$ cat src/rtl/m_axi_image_loader.sv
// rtl/m_axi_image_loader.sv - AXI4-Lite initiator that loads one image into the SNN coprocessor and returns its digit
// Optional M_AXI_IMAGE_LOADER_POLL_TIMEOUT_EN: give up after POLL_LIMIT status reads, reporting digit 8'hFF with ERROR.
module m_axi_image_loader #(
    parameter int                        AXI_DATA_WIDTH = 32,
    parameter int                        AXI_ADDR_WIDTH = 32,
    parameter int                        IMAGE_SIZE     = 256,
    parameter int                        PIXEL_BITS     = 8,
    parameter logic [AXI_ADDR_WIDTH-1:0] BASE_ADDR      = 32'h0,
    parameter int                        DONE_INDEX     = 256,
    parameter int                        POLL_INTERVAL  = 16,
    parameter int                        POLL_LIMIT     = 1024
) (
    input  logic                          ACLK,
    input  logic                          ARESETN,
    input  logic                          START,
    output logic [$clog2(IMAGE_SIZE)-1:0] PIX_RD_ADDR,
    input  logic [PIXEL_BITS-1:0]         PIX_RD_DATA,
    output logic [AXI_ADDR_WIDTH-1:0]     AWADDR,
    output logic [2:0]                    AWPROT,
    output logic                          AWVALID,
    input  logic                          AWREADY,
    output logic [AXI_DATA_WIDTH-1:0]     WDATA,
    output logic [AXI_DATA_WIDTH/8-1:0]   WSTRB,
    output logic                          WVALID,
    input  logic                          WREADY,
    input  logic [1:0]                    BRESP,
    input  logic                          BVALID,
    output logic                          BREADY,
    output logic [AXI_ADDR_WIDTH-1:0]     ARADDR,
    output logic [2:0]                    ARPROT,
    output logic                          ARVALID,
    input  logic                          ARREADY,
    input  logic [AXI_DATA_WIDTH-1:0]     RDATA,
    input  logic [1:0]                    RRESP,
    input  logic                          RVALID,
    output logic                          RREADY,
    output logic                          BUSY,
    output logic                          DONE,
    output logic [7:0]                    DIGIT,
    output logic                          ERROR
);
    localparam int IW = $clog2(IMAGE_SIZE);
    localparam int PW = $clog2(POLL_INTERVAL + 1);
    localparam int SW = AXI_DATA_WIDTH / 8;
    localparam logic [AXI_ADDR_WIDTH-1:0] DONE_ADDR = BASE_ADDR + AXI_ADDR_WIDTH'(DONE_INDEX);

    typedef enum logic [2:0] {
        S_IDLE, S_FETCH, S_WR_REQ, S_WR_RESP, S_POLL_WAIT, S_RD_REQ, S_RD_RESP, S_FINISH
    } state_t;
    typedef enum logic [1:0] { K_PIXEL, K_DONE_SET, K_DONE_CLR } kind_t;

    state_t         state;
    kind_t          kind;
    logic [IW-1:0]  pix_idx;
    logic [PW-1:0]  poll_cnt;
    logic           pix_last;

    assign pix_last = (pix_idx == IW'(IMAGE_SIZE - 1));
    assign AWPROT   = 3'b000;
    assign ARPROT   = 3'b000;

`ifdef M_AXI_IMAGE_LOADER_POLL_TIMEOUT_EN
    localparam int RCW = $clog2(POLL_LIMIT + 1);
    logic [RCW-1:0] rd_cnt;
`else
    logic unused_poll_limit;
    assign unused_poll_limit = (POLL_LIMIT > 0);
`endif

    logic unused_rdata;
    assign unused_rdata = &{1'b0, RDATA[30:8]};

    always_ff @(posedge ACLK) begin
        if (!ARESETN) begin
            state       <= S_IDLE;
            kind        <= K_PIXEL;
            pix_idx     <= '0;
            poll_cnt    <= '0;
            PIX_RD_ADDR <= '0;
            AWADDR      <= '0;
            AWVALID     <= 1'b0;
            WDATA       <= '0;
            WSTRB       <= '0;
            WVALID      <= 1'b0;
            BREADY      <= 1'b0;
            ARADDR      <= '0;
            ARVALID     <= 1'b0;
            RREADY      <= 1'b0;
            BUSY        <= 1'b0;
            DONE        <= 1'b0;
            DIGIT       <= '0;
            ERROR       <= 1'b0;
`ifdef M_AXI_IMAGE_LOADER_POLL_TIMEOUT_EN
            rd_cnt      <= '0;
`endif
        end else begin
            DONE <= 1'b0;
            case (state)
                S_IDLE: begin
                    if (START) begin
                        pix_idx     <= '0;
                        PIX_RD_ADDR <= '0;
                        BUSY        <= 1'b1;
                        ERROR       <= 1'b0;
`ifdef M_AXI_IMAGE_LOADER_POLL_TIMEOUT_EN
                        rd_cnt      <= '0;
`endif
                        state       <= S_FETCH;
                    end
                end
                // PIX_RD_ADDR was already stable on entry, so RAM data is valid at the end of this cycle.
                S_FETCH: begin
                    AWADDR  <= BASE_ADDR + AXI_ADDR_WIDTH'(pix_idx);
                    WDATA   <= AXI_DATA_WIDTH'(PIX_RD_DATA);
                    WSTRB   <= SW'(1);
                    AWVALID <= 1'b1;
                    WVALID  <= 1'b1;
                    kind    <= K_PIXEL;
                    state   <= S_WR_REQ;
                end
                S_WR_REQ: begin
                    if (AWREADY) AWVALID <= 1'b0;
                    if (WREADY)  WVALID  <= 1'b0;
                    if ((!AWVALID || AWREADY) && (!WVALID || WREADY)) begin
                        BREADY <= 1'b1;
                        state  <= S_WR_RESP;
                        // Prefetch the next pixel address while waiting for the response.
                        if (kind == K_PIXEL) PIX_RD_ADDR <= pix_last ? '0 : pix_idx + 1'b1;
                    end
                end
                S_WR_RESP: begin
                    if (BVALID) begin
                        BREADY <= 1'b0;
                        if (BRESP != 2'b00) ERROR <= 1'b1;
                        case (kind)
                            K_PIXEL: begin
                                if (pix_last) begin
                                    AWADDR  <= DONE_ADDR;
                                    WDATA   <= AXI_DATA_WIDTH'(1);
                                    WSTRB   <= '1;
                                    AWVALID <= 1'b1;
                                    WVALID  <= 1'b1;
                                    kind    <= K_DONE_SET;
                                    state   <= S_WR_REQ;
                                end else begin
                                    pix_idx <= pix_idx + 1'b1;
                                    state   <= S_FETCH;
                                end
                            end
                            K_DONE_SET: begin
                                poll_cnt <= '0;
                                state    <= S_POLL_WAIT;
                            end
                            default: begin
                                BUSY  <= 1'b0;
                                DONE  <= 1'b1;
                                state <= S_FINISH;
                            end
                        endcase
                    end
                end
                S_POLL_WAIT: begin
                    if (poll_cnt == PW'(POLL_INTERVAL - 1)) begin
                        poll_cnt <= '0;
                        ARADDR   <= BASE_ADDR;
                        ARVALID  <= 1'b1;
                        state    <= S_RD_REQ;
                    end else begin
                        poll_cnt <= poll_cnt + 1'b1;
                    end
                end
                S_RD_REQ: begin
                    if (ARREADY) begin
                        ARVALID <= 1'b0;
                        RREADY  <= 1'b1;
                        state   <= S_RD_RESP;
                    end
                end
                S_RD_RESP: begin
                    if (RVALID) begin
                        RREADY <= 1'b0;
                        if (RRESP != 2'b00) ERROR <= 1'b1;
                        if (RDATA[31]) begin
                            DIGIT   <= RDATA[7:0];
                            AWADDR  <= DONE_ADDR;
                            WDATA   <= '0;
                            WSTRB   <= '1;
                            AWVALID <= 1'b1;
                            WVALID  <= 1'b1;
                            kind    <= K_DONE_CLR;
                            state   <= S_WR_REQ;
`ifdef M_AXI_IMAGE_LOADER_POLL_TIMEOUT_EN
                        end else if (rd_cnt == RCW'(POLL_LIMIT - 1)) begin
                            ERROR   <= 1'b1;
                            DIGIT   <= 8'hFF;
                            AWADDR  <= DONE_ADDR;
                            WDATA   <= '0;
                            WSTRB   <= '1;
                            AWVALID <= 1'b1;
                            WVALID  <= 1'b1;
                            kind    <= K_DONE_CLR;
                            state   <= S_WR_REQ;
                        end else begin
                            rd_cnt   <= rd_cnt + 1'b1;
                            poll_cnt <= '0;
                            state    <= S_POLL_WAIT;
                        end
`else
                        end else begin
                            poll_cnt <= '0;
                            state    <= S_POLL_WAIT;
                        end
`endif
                    end
                end
                S_FINISH: state <= S_IDLE;
                default:  state <= S_IDLE;
            endcase
        end
    end
endmodule

$ cat config.mk
export PLATFORM = sky130hd
export DESIGN_NAME = m_axi_image_loader
export DESIGN_NICKNAME = d
export VERILOG_FILES = /design/src/rtl/m_axi_image_loader.sv
export SDC_FILE = /design/constraint.sdc
export NUM_CORES = 1
export LEC_CHECK = 0
export CORE_AREA = 2 2 96 98
export CTS_BUF_LIST = sky130_fd_sc_hd__clkbuf_8
export DETAILED_ROUTE_END_ITERATION = 12
export DIE_AREA = 0 0 98 100
export GPL_TIMING_DRIVEN = 0
export PLACE_DENSITY = 0.87
export RECOVER_POWER = 50
export SYNTH_ARGS = -nofsm -noshare
export SYNTH_HDL_FRONTEND = slang
export SYNTH_SLANG_ARGS = --single-unit
export TNS_END_PERCENT = 10
$ cat constraint.sdc
create_clock -name ACLK -period 2.51 [get_ports ACLK]
set_clock_uncertainty 0.15 [all_clocks]
set_input_delay 0.251 -clock ACLK [delete_from_list [all_inputs] [get_ports ACLK]]
set_output_delay 0.251 -clock ACLK [all_outputs]
set_load 0.01 [all_outputs]
==> results.json, run 1 <==
{
  "run_status": "completed",
  "antenna-diode-count": 0,
  "fp.dieH_microns": 100,
  "final_nets": 661,
  "dp_wirelength_microns": 7290,
  "timing.reg2reg.worst_path_depth": 7,
  "synth_flop_cell": "sky130_fd_sc_hd__dfxtp_1",
  "gp_routability_congestion": 0.854,
  "critPathRequiredTime_ns": 2.59,
  "post_drt_wl_per_cell_microns": 13.2,
  "rsz0062_at_grt": "no",
  "detailedRoute.firstPassIterationCount": 6,
  "rr_endpoint": "WDATA[0]",
  "rows": 35,
  "max_freq_mhz": 443,
  "area_growth_syn_to_layout_pct": 37.8,
  "worst_ir_drop_vdd_mv": 0.348,
  "grt-ovfl-total": 0,
  "antenna_left": 0,
  "post_cts.resized_instances": 0,
  "worstHoldPathCells": 3,
  "part_of_the_yosys_area_used_for_sequential_elements_pct": 33.5,
  "fill_cells": 820,
  "worst_ep_arrival_time_ns": 2.33,
  "synthCells": 440,
  "first_iter_violations": 247,
  "finalSetupViolations": 0,
  "global_route_wire_length_before_repair_microns": 15000,
  "synth_largest_type_area_fraction_pct": 33.5,
  "layout_setup_ws_ns": 0.252,
  "min-delay-start": "ARESETN",
  "area.sequential_sq_um": 1200,
  "yosys.area_share.simple_pct": 21.6,
  "remaining_drcs": 0,
  "final_max_slew_viol_count": 0,
  "critical_path_class": "reg -> reg",
  "clockRootBuffer": "sky130_fd_sc_hd__clkbuf_8",
  "antenna_found_initial": 0,
  "timing.critical_path.from_type": "flip-flop",
  "insertion_delay_ns": 0.35,
  "synthDistinctLibCells": 66,
  "post-synth-top-area-cell": "sky130_fd_sc_hd__dfxtp_1",
  "num_vias": 3368,
  "max_slew_margin_pct": 50.1,
  "reg2reg_from": "pix_idx[0]",
  "ys_seq_elements": 60,
  "cellPowerDensity_nw_per_um2": 593,
  "synth_xor_area_share_pct": 1.47,
  "final_layout_size_suffix_gt1_share_pct": 21.8,
  "top_count_cell_post_synth": "sky130_fd_sc_hd__buf_4",
  "syn_area_sq_um": 3580,
  "regToRegSetupSlack_ns": 0.25,
  "cts_tree": "built",
  "multi_input_comb_area_sq_um": 1860,
  "place.port_buffers": 72,
  "syn_area_per_cell_sq_um": 8.14,
  "maximum_number_of_pins_on_one_net_before_global_route_repair": 11,
  "tightest_slew_ns": 0.748,
  "initial_utilization_pct": 40.3,
  "kind_of_end_point_of_the_critical_path": "flip-flop",
  "detail_routed_via_count_per_cell": 4.66,
  "ys_async_sr_fraction_pct": 0,
  "core_area_sq_um": 8890,
  "max_cap_viol_count": 0,
  "post_synthesis_compound_gate_area_fraction_pct": 15.8,
  "cts_num_sinks": 60,
  "first_global_vias": 3106,
  "cts_hold_buf": 0,
  "routed_wirelength_microns": 9500,
  "timing.hold.ws_ns": 0.138,
  "number_of_buffers_created_by_cts": 9,
  "clock_tree.buffer_depth": 2,
  "groute.usage.overall_pct": 18.8,
  "timing.critical_path.fanout_max": 10,
  "synth.top_cells.by_area": "sky130_fd_sc_hd__dfxtp_1 (34%), sky130_fd_sc_hd__buf_4 (20%), sky130_fd_sc_hd__nand3_1 (5.0%)",
  "synthesis.yosys.warnings": 0,
  "hold_class": "in -> reg",
  "layout_worst_path_cycle_share_pct": 90.0,
  "design.die.area_sq_um": 9800,
  "setup_fix_bufs_post_cts": 0,
  "dp_slack_ns": 0.107,
  "clock_pin_slew_on_the_worst_setup_and_hold_paths_ns": 0.07,
  "holdPathEnd": "pix_idx[0]",
  "dominant_combinational_cell_family_by_area_after_synthesis": "buffers and inverters",
  "synth_edf_count": 0,
  "period_minus_slack_ns": 2.26,
  "final-hold-violation-count": 0,
  "die_width_microns": 98,
  "synthMuxAreaShare_pct": 3.67,
  "synth_top_cells_by_count": "sky130_fd_sc_hd__buf_4 (94), sky130_fd_sc_hd__dfxtp_1 (60), sky130_fd_sc_hd__nand2_1 (40), sky130_fd_sc_hd__nand3_1 (36), sky130_fd_sc_hd__nor2_1 (30)",
  "ioPinCount": 182,
  "cts_max_level": 3,
  "tns_ns": 0,
  "static-leakage-power_uw": 0.00238,
  "yosys.area_share.adder_pct": 0.698
}
==> stage by stage <==
| step | cell area (sq um) | utilization [%] | std cells | power (uW) |
|---|---|---|---|---|
| finish | 4940 | 55.5 | 722 | 2930 |
| global route | 4940 | 55.5 | 722 | 3070 |
| CTS | 4950 | 55.7 | 722 | 2960 |
| floorplan | 3900 | - | 524 | 1770 |
| global placement | 4760 | 53.5 | 707 | 2080 |
| detailed placement | 4760 | 53.5 | 707 | 2100 |
==> metal layers <==
layer | share of wire [%] | global-route usage (%) | vias to the layer above
li1 | - | - | 1676
met3 | 7.9 | 4.87 | 17
met5 | 0 | 0 | -
met4 | 1.9 | 7.16 | 0
met1 | 40 | 22.0 | 1529
met2 | 50 | 33.0 | 146
==> critical path: stages, from the launching register on <==
cell                      delay, ns
sky130_fd_sc_hd__dfxtp_1       0.44
sky130_fd_sc_hd__ha_1          0.32
sky130_fd_sc_hd__nand3_1       0.19
sky130_fd_sc_hd__nor4_4        0.36
sky130_fd_sc_hd__o22ai_2       0.25
sky130_fd_sc_hd__buf_4         0.24
sky130_fd_sc_hd__nand3_1       0.10
sky130_fd_sc_hd__o41ai_2       0.08
==> flip-flops by register name, indices dropped and copies added (netlist names), 2 cells and up <==
name         cells
kind             2
WSTRB            2
PIX_RD_ADDR      8
WDATA            8
state            3
poll_cnt         5
AWADDR           8
pix_idx          8
DIGIT            8
==> power breakdown <==
part | total, uW | switching [uW] | internal [uW]
Clock | 871 | 397 | 474
Combinational | 993 | 567 | 425
Sequential | 1060 | 42.0 | 1020
==> how the worst max path moves through the flow <==
stage | start | to | slack, ns | cells after the start
global route | state[1] | state[1] | 0.07 | 7
finish | pix_idx[0] | WDATA[0] | 0.25 | 7
global placement | BVALID | state[1] | 0.1 | 6
detailed placement | BVALID | state[1] | 0.11 | 6
floorplan | pix_idx[0] | WDATA[0] | 0.64 | 7
CTS | pix_idx[0] | WDATA[0] | 0.26 | 7
==> area by class of cell <==
cell class,instances,area share (%)
multi-input combinational,340,37.7
clock inverter,5,1.06
inverter,10,0.760
sequential,60,24.3
clock buffer,10,2.79
buffer,114,16.0
tap,111,2.81
timing repair buffer,72,14.6
==> cell usage in the layout, fill, tap and decap left out, types with 3 or more instances in the layout <==
| cell | n |
|---|---|
| sky130_fd_sc_hd__a21oi_1 | 14 |
| sky130_fd_sc_hd__a22oi_1 | 4 |
| sky130_fd_sc_hd__a31o_2 | 3 |
| sky130_fd_sc_hd__a31oi_1 | 3 |
| sky130_fd_sc_hd__and2_1 | 3 |
| sky130_fd_sc_hd__and3_1 | 4 |
| sky130_fd_sc_hd__buf_1 | 3 |
| sky130_fd_sc_hd__buf_2 | 8 |
| sky130_fd_sc_hd__buf_4 | 93 |
| sky130_fd_sc_hd__clkbuf_1 | 9 |
| sky130_fd_sc_hd__clkbuf_8 | 10 |
| sky130_fd_sc_hd__clkdlybuf4s50_1 | 27 |
| sky130_fd_sc_hd__clkinv_2 | 3 |
| sky130_fd_sc_hd__conb_1 | 85 |
| sky130_fd_sc_hd__dfxtp_1 | 60 |
| sky130_fd_sc_hd__dlygate4sd3_1 | 45 |
| sky130_fd_sc_hd__inv_1 | 9 |
| sky130_fd_sc_hd__mux2i_1 | 12 |
| sky130_fd_sc_hd__nand2_1 | 40 |
| sky130_fd_sc_hd__nand2b_1 | 3 |
| sky130_fd_sc_hd__nand3_1 | 36 |
| sky130_fd_sc_hd__nand4_1 | 3 |
| sky130_fd_sc_hd__nor2_1 | 30 |
| sky130_fd_sc_hd__nor2b_1 | 5 |
| sky130_fd_sc_hd__nor3_1 | 8 |
| sky130_fd_sc_hd__o21ai_0 | 15 |
| sky130_fd_sc_hd__o21ai_1 | 17 |
| sky130_fd_sc_hd__xnor2_1 | 3 |
| sky130_fd_sc_hd__xor2_1 | 3 |
==> kinds of logic (layout without fill, tap and decap cells) <==
| family | after synthesis | in the layout |
|---|---|---|
| multiplexers | 13 | 13 |
| buffers and inverters | 124 | 211 |
| flip-flops | 60 | 60 |
| other | 1 | 85 |
| adder cells (fa/ha/maj) | 2 | 2 |
| AND/OR/NAND/NOR | 150 | 150 |
| XOR/XNOR | 6 | 6 |
| AO/OA/AOI/OAI | 84 | 84 |
Power figures use the tool's default switching activity.
==> run 2: changes to the inputs <==
Settings changed: ABC_AREA from default to 1, CORE_AREA 2 2 96 98 to 5 5 101 103, DIE_AREA 0 0 98 100 to 0 0 106 108.
==> run 2 against run 1 <==
  * Combinational power grew 8%
  * Via count rose by 5.9%
  * Critical path depth up 3
  * Critical path type unchanged
  * Flip-flop and latch count stayed put
==> results.json, run 2 <==
{
  "critical_path_class": "reg -> reg",
  "layout_worst_path_cycle_share_pct": 82.1,
  "synth_largest_type_area_fraction_pct": 31.3,
  "cts_tree": "built",
  "final-hold-violation-count": 0,
  "clock_tree.buffer_depth": 2,
  "grt-ovfl-total": 0,
  "tns_ns": 0,
  "syn_area_sq_um": 3840,
  "timing.critical_path.from_type": "flip-flop",
  "cellPowerDensity_nw_per_um2": 576,
  "detailedRoute.firstPassIterationCount": 5,
  "first_global_vias": 3219,
  "ys_async_sr_fraction_pct": 0,
  "cts_hold_buf": 0,
  "final_nets": 760,
  "top_count_cell_post_synth": "sky130_fd_sc_hd__nand2_1",
  "run_status": "completed",
  "worst_ir_drop_vdd_mv": 0.438,
  "ys_seq_elements": 60,
  "core_area_sq_um": 9110,
  "final_core_util_pct": 57.0,
  "max_freq_mhz": 485,
  "final_common_cell": "sky130_fd_sc_hd__nand2_1",
  "design.die.area_sq_um": 11400,
  "area_growth_syn_to_layout_pct": 35.1,
  "final_max_slew_viol_count": 0,
  "tightest_slew_ns": 0.617,
  "worst_ep_arrival_time_ns": 2.18,
  "setup_fix_bufs_post_cts": 0,
  "dp_slack_ns": 0.493,
  "rsz0062_at_grt": "no",
  "dp_wirelength_microns": 7330,
  "synthDistinctLibCells": 33,
  "synth.top_cells.by_area": "sky130_fd_sc_hd__dfxtp_1 (31%), sky130_fd_sc_hd__buf_4 (17%), sky130_fd_sc_hd__nand2_1 (12%)",
  "clock_pin_slew_on_the_worst_setup_and_hold_paths_ns": 0.07,
  "fp.dieH_microns": 108,
  "timing.critical_path.fanout_max": 10,
  "finalSetupViolations": 0,
  "clockRootBuffer": "sky130_fd_sc_hd__clkbuf_8",
  "ioPinCount": 182,
  "place_inst": 806,
  "mostFrequentLayoutCells": "sky130_fd_sc_hd__nand2_1 (128), sky130_fd_sc_hd__buf_4 (88), sky130_fd_sc_hd__conb_1 (85)",
  "layout_setup_ws_ns": 0.450,
  "syn_area_per_cell_sq_um": 7.14,
  "synthCells": 538,
  "period_minus_slack_ns": 2.06,
  "die_width_microns": 106,
  "synth_flop_cell": "sky130_fd_sc_hd__dfxtp_1",
  "static-leakage-power_uw": 0.00260,
  "post-synth-top-area-cell": "sky130_fd_sc_hd__dfxtp_1",
  "kind_of_end_point_of_the_critical_path": "flip-flop",
  "num_vias": 3566,
  "rows": 35,
  "detail_routed_via_count_per_cell": 4.34,
  "hold_class": "reg -> reg",
  "cts_num_sinks": 60,
  "remaining_drcs": 0,
  "initial_utilization_pct": 42.2,
  "post_drt_wl_per_cell_microns": 11.2,
  "synthesis.yosys.warnings": 0,
  "synth_top_cells_by_count": "sky130_fd_sc_hd__nand2_1 (125), sky130_fd_sc_hd__buf_4 (88), sky130_fd_sc_hd__nor2_1 (67), sky130_fd_sc_hd__dfxtp_1 (60), sky130_fd_sc_hd__a21oi_1 (43)",
  "gp_routability_congestion": 0.959,
  "antenna_left": 0,
  "first_iter_violations": 240,
  "number_of_buffers_created_by_cts": 9,
  "finish.cell_count_without_fillers": 822,
  "critPathRequiredTime_ns": 2.63,
  "antenna_found_initial": 0,
  "maximum_number_of_pins_on_one_net_before_global_route_repair": 12,
  "groute.usage.overall_pct": 15.6,
  "post_cts.resized_instances": 0,
  "final_layout_size_suffix_gt1_share_pct": 21.7,
  "antenna-diode-count": 0,
  "global_route_wire_length_before_repair_microns": 14600,
  "max_cap_viol_count": 0,
  "place.port_buffers": 73,
  "insertion_delay_ns": 0.34,
  "max_slew_margin_pct": 58.9,
  "routed_wirelength_microns": 9180,
  "synth_edf_count": 0,
  "part_of_the_yosys_area_used_for_sequential_elements_pct": 31.3,
  "cts_max_level": 3
}
==> run 2: cell count changes after synthesis, sizes merged, moves of 4 or more <==
| cell | delta |
|---|---|
| o21ai | -16 |
| nand3 | +6 |
| inv | +31 |
| a21oi | +35 |
| mux2i | -12 |
| and3 | -4 |
| nor3 | -8 |
| buf | -10 |
| nor2 | +45 |
| nand2 | +95 |
| nor2b | -5 |
| a31oi | -4 |
==> run 2: cells by family after synthesis <==
logic type	after synthesis	synth area share, %
compound gates	70	10.2
xor+xnor	4	0.912
other cells	1	0.0976
fa+ha+maj	2	0.651
flops	60	31.3
buf+inv	143	24.4
simple gates	258	32.5
==> run 2: per-layer routing <==
metal / vias to the layer above / track usage, % / wire, microns
met5: - / 0 / 0
met2: 153 / 26.3 / 4380
met3: 12 / 4.30 / 834
met1: 1536 / 18.9 / 3840
li1: 1865 / - / -
met4: 0 / 6.48 / 129
==> run 2: area by class of cell <==
cell class	instances	area [sq um]
Buffer	102	782
Clock buffer	9	124
Clock inverter	7	68.8
Fill cell	846	3920
Inverter	41	154
Multi-Input combinational cell	419	1990
Sequential cell	60	1200
Tap cell	111	139
Timing Repair Buffer	73	731
==> run 2: through the flow <==
stage	total power (uW)	cell area (sq um)	hold slack, ns
floorplan	1870	4160	0.226
global placement	2190	5030	0.288
detailed placement	2200	5030	0.291
CTS	3040	5220	0.300
global route	3160	5190	0.331
finish	2990	5190	0.296
==> run 2: path summary, 6_finish.rpt <==
check	start	end	slack, ns	cells after the start
max	state[1]	AWADDR[6]	0.45	10
max reg2reg	state[1]	AWADDR[6]	0.45	10
min reg2reg	poll_cnt[4]	poll_cnt[4]	0.30	2
min	poll_cnt[4]	poll_cnt[4]	0.30	2
==> run 2: power breakdown <==
| group | switching [uW] | internal, uW |
|---|---|---|
| combinational | 600 | 473 |
| clock | 382 | 454 |
| sequential | 47.3 | 1030 |
==> run 2: worst max-delay path, cell delays in order, from the launching register on <==
cell and delay, ns:
sky130_fd_sc_hd__dfxtp_1 0.34, sky130_fd_sc_hd__buf_6 0.17, sky130_fd_sc_hd__nand2_1 0.14, sky130_fd_sc_hd__nor2_8 0.19, sky130_fd_sc_hd__nand2_1 0.18, sky130_fd_sc_hd__nand2_1 0.28
sky130_fd_sc_hd__nor2_8 0.11, sky130_fd_sc_hd__nand2_4 0.09, sky130_fd_sc_hd__buf_6 0.14, sky130_fd_sc_hd__nand2_1 0.07, sky130_fd_sc_hd__a21oi_2 0.13
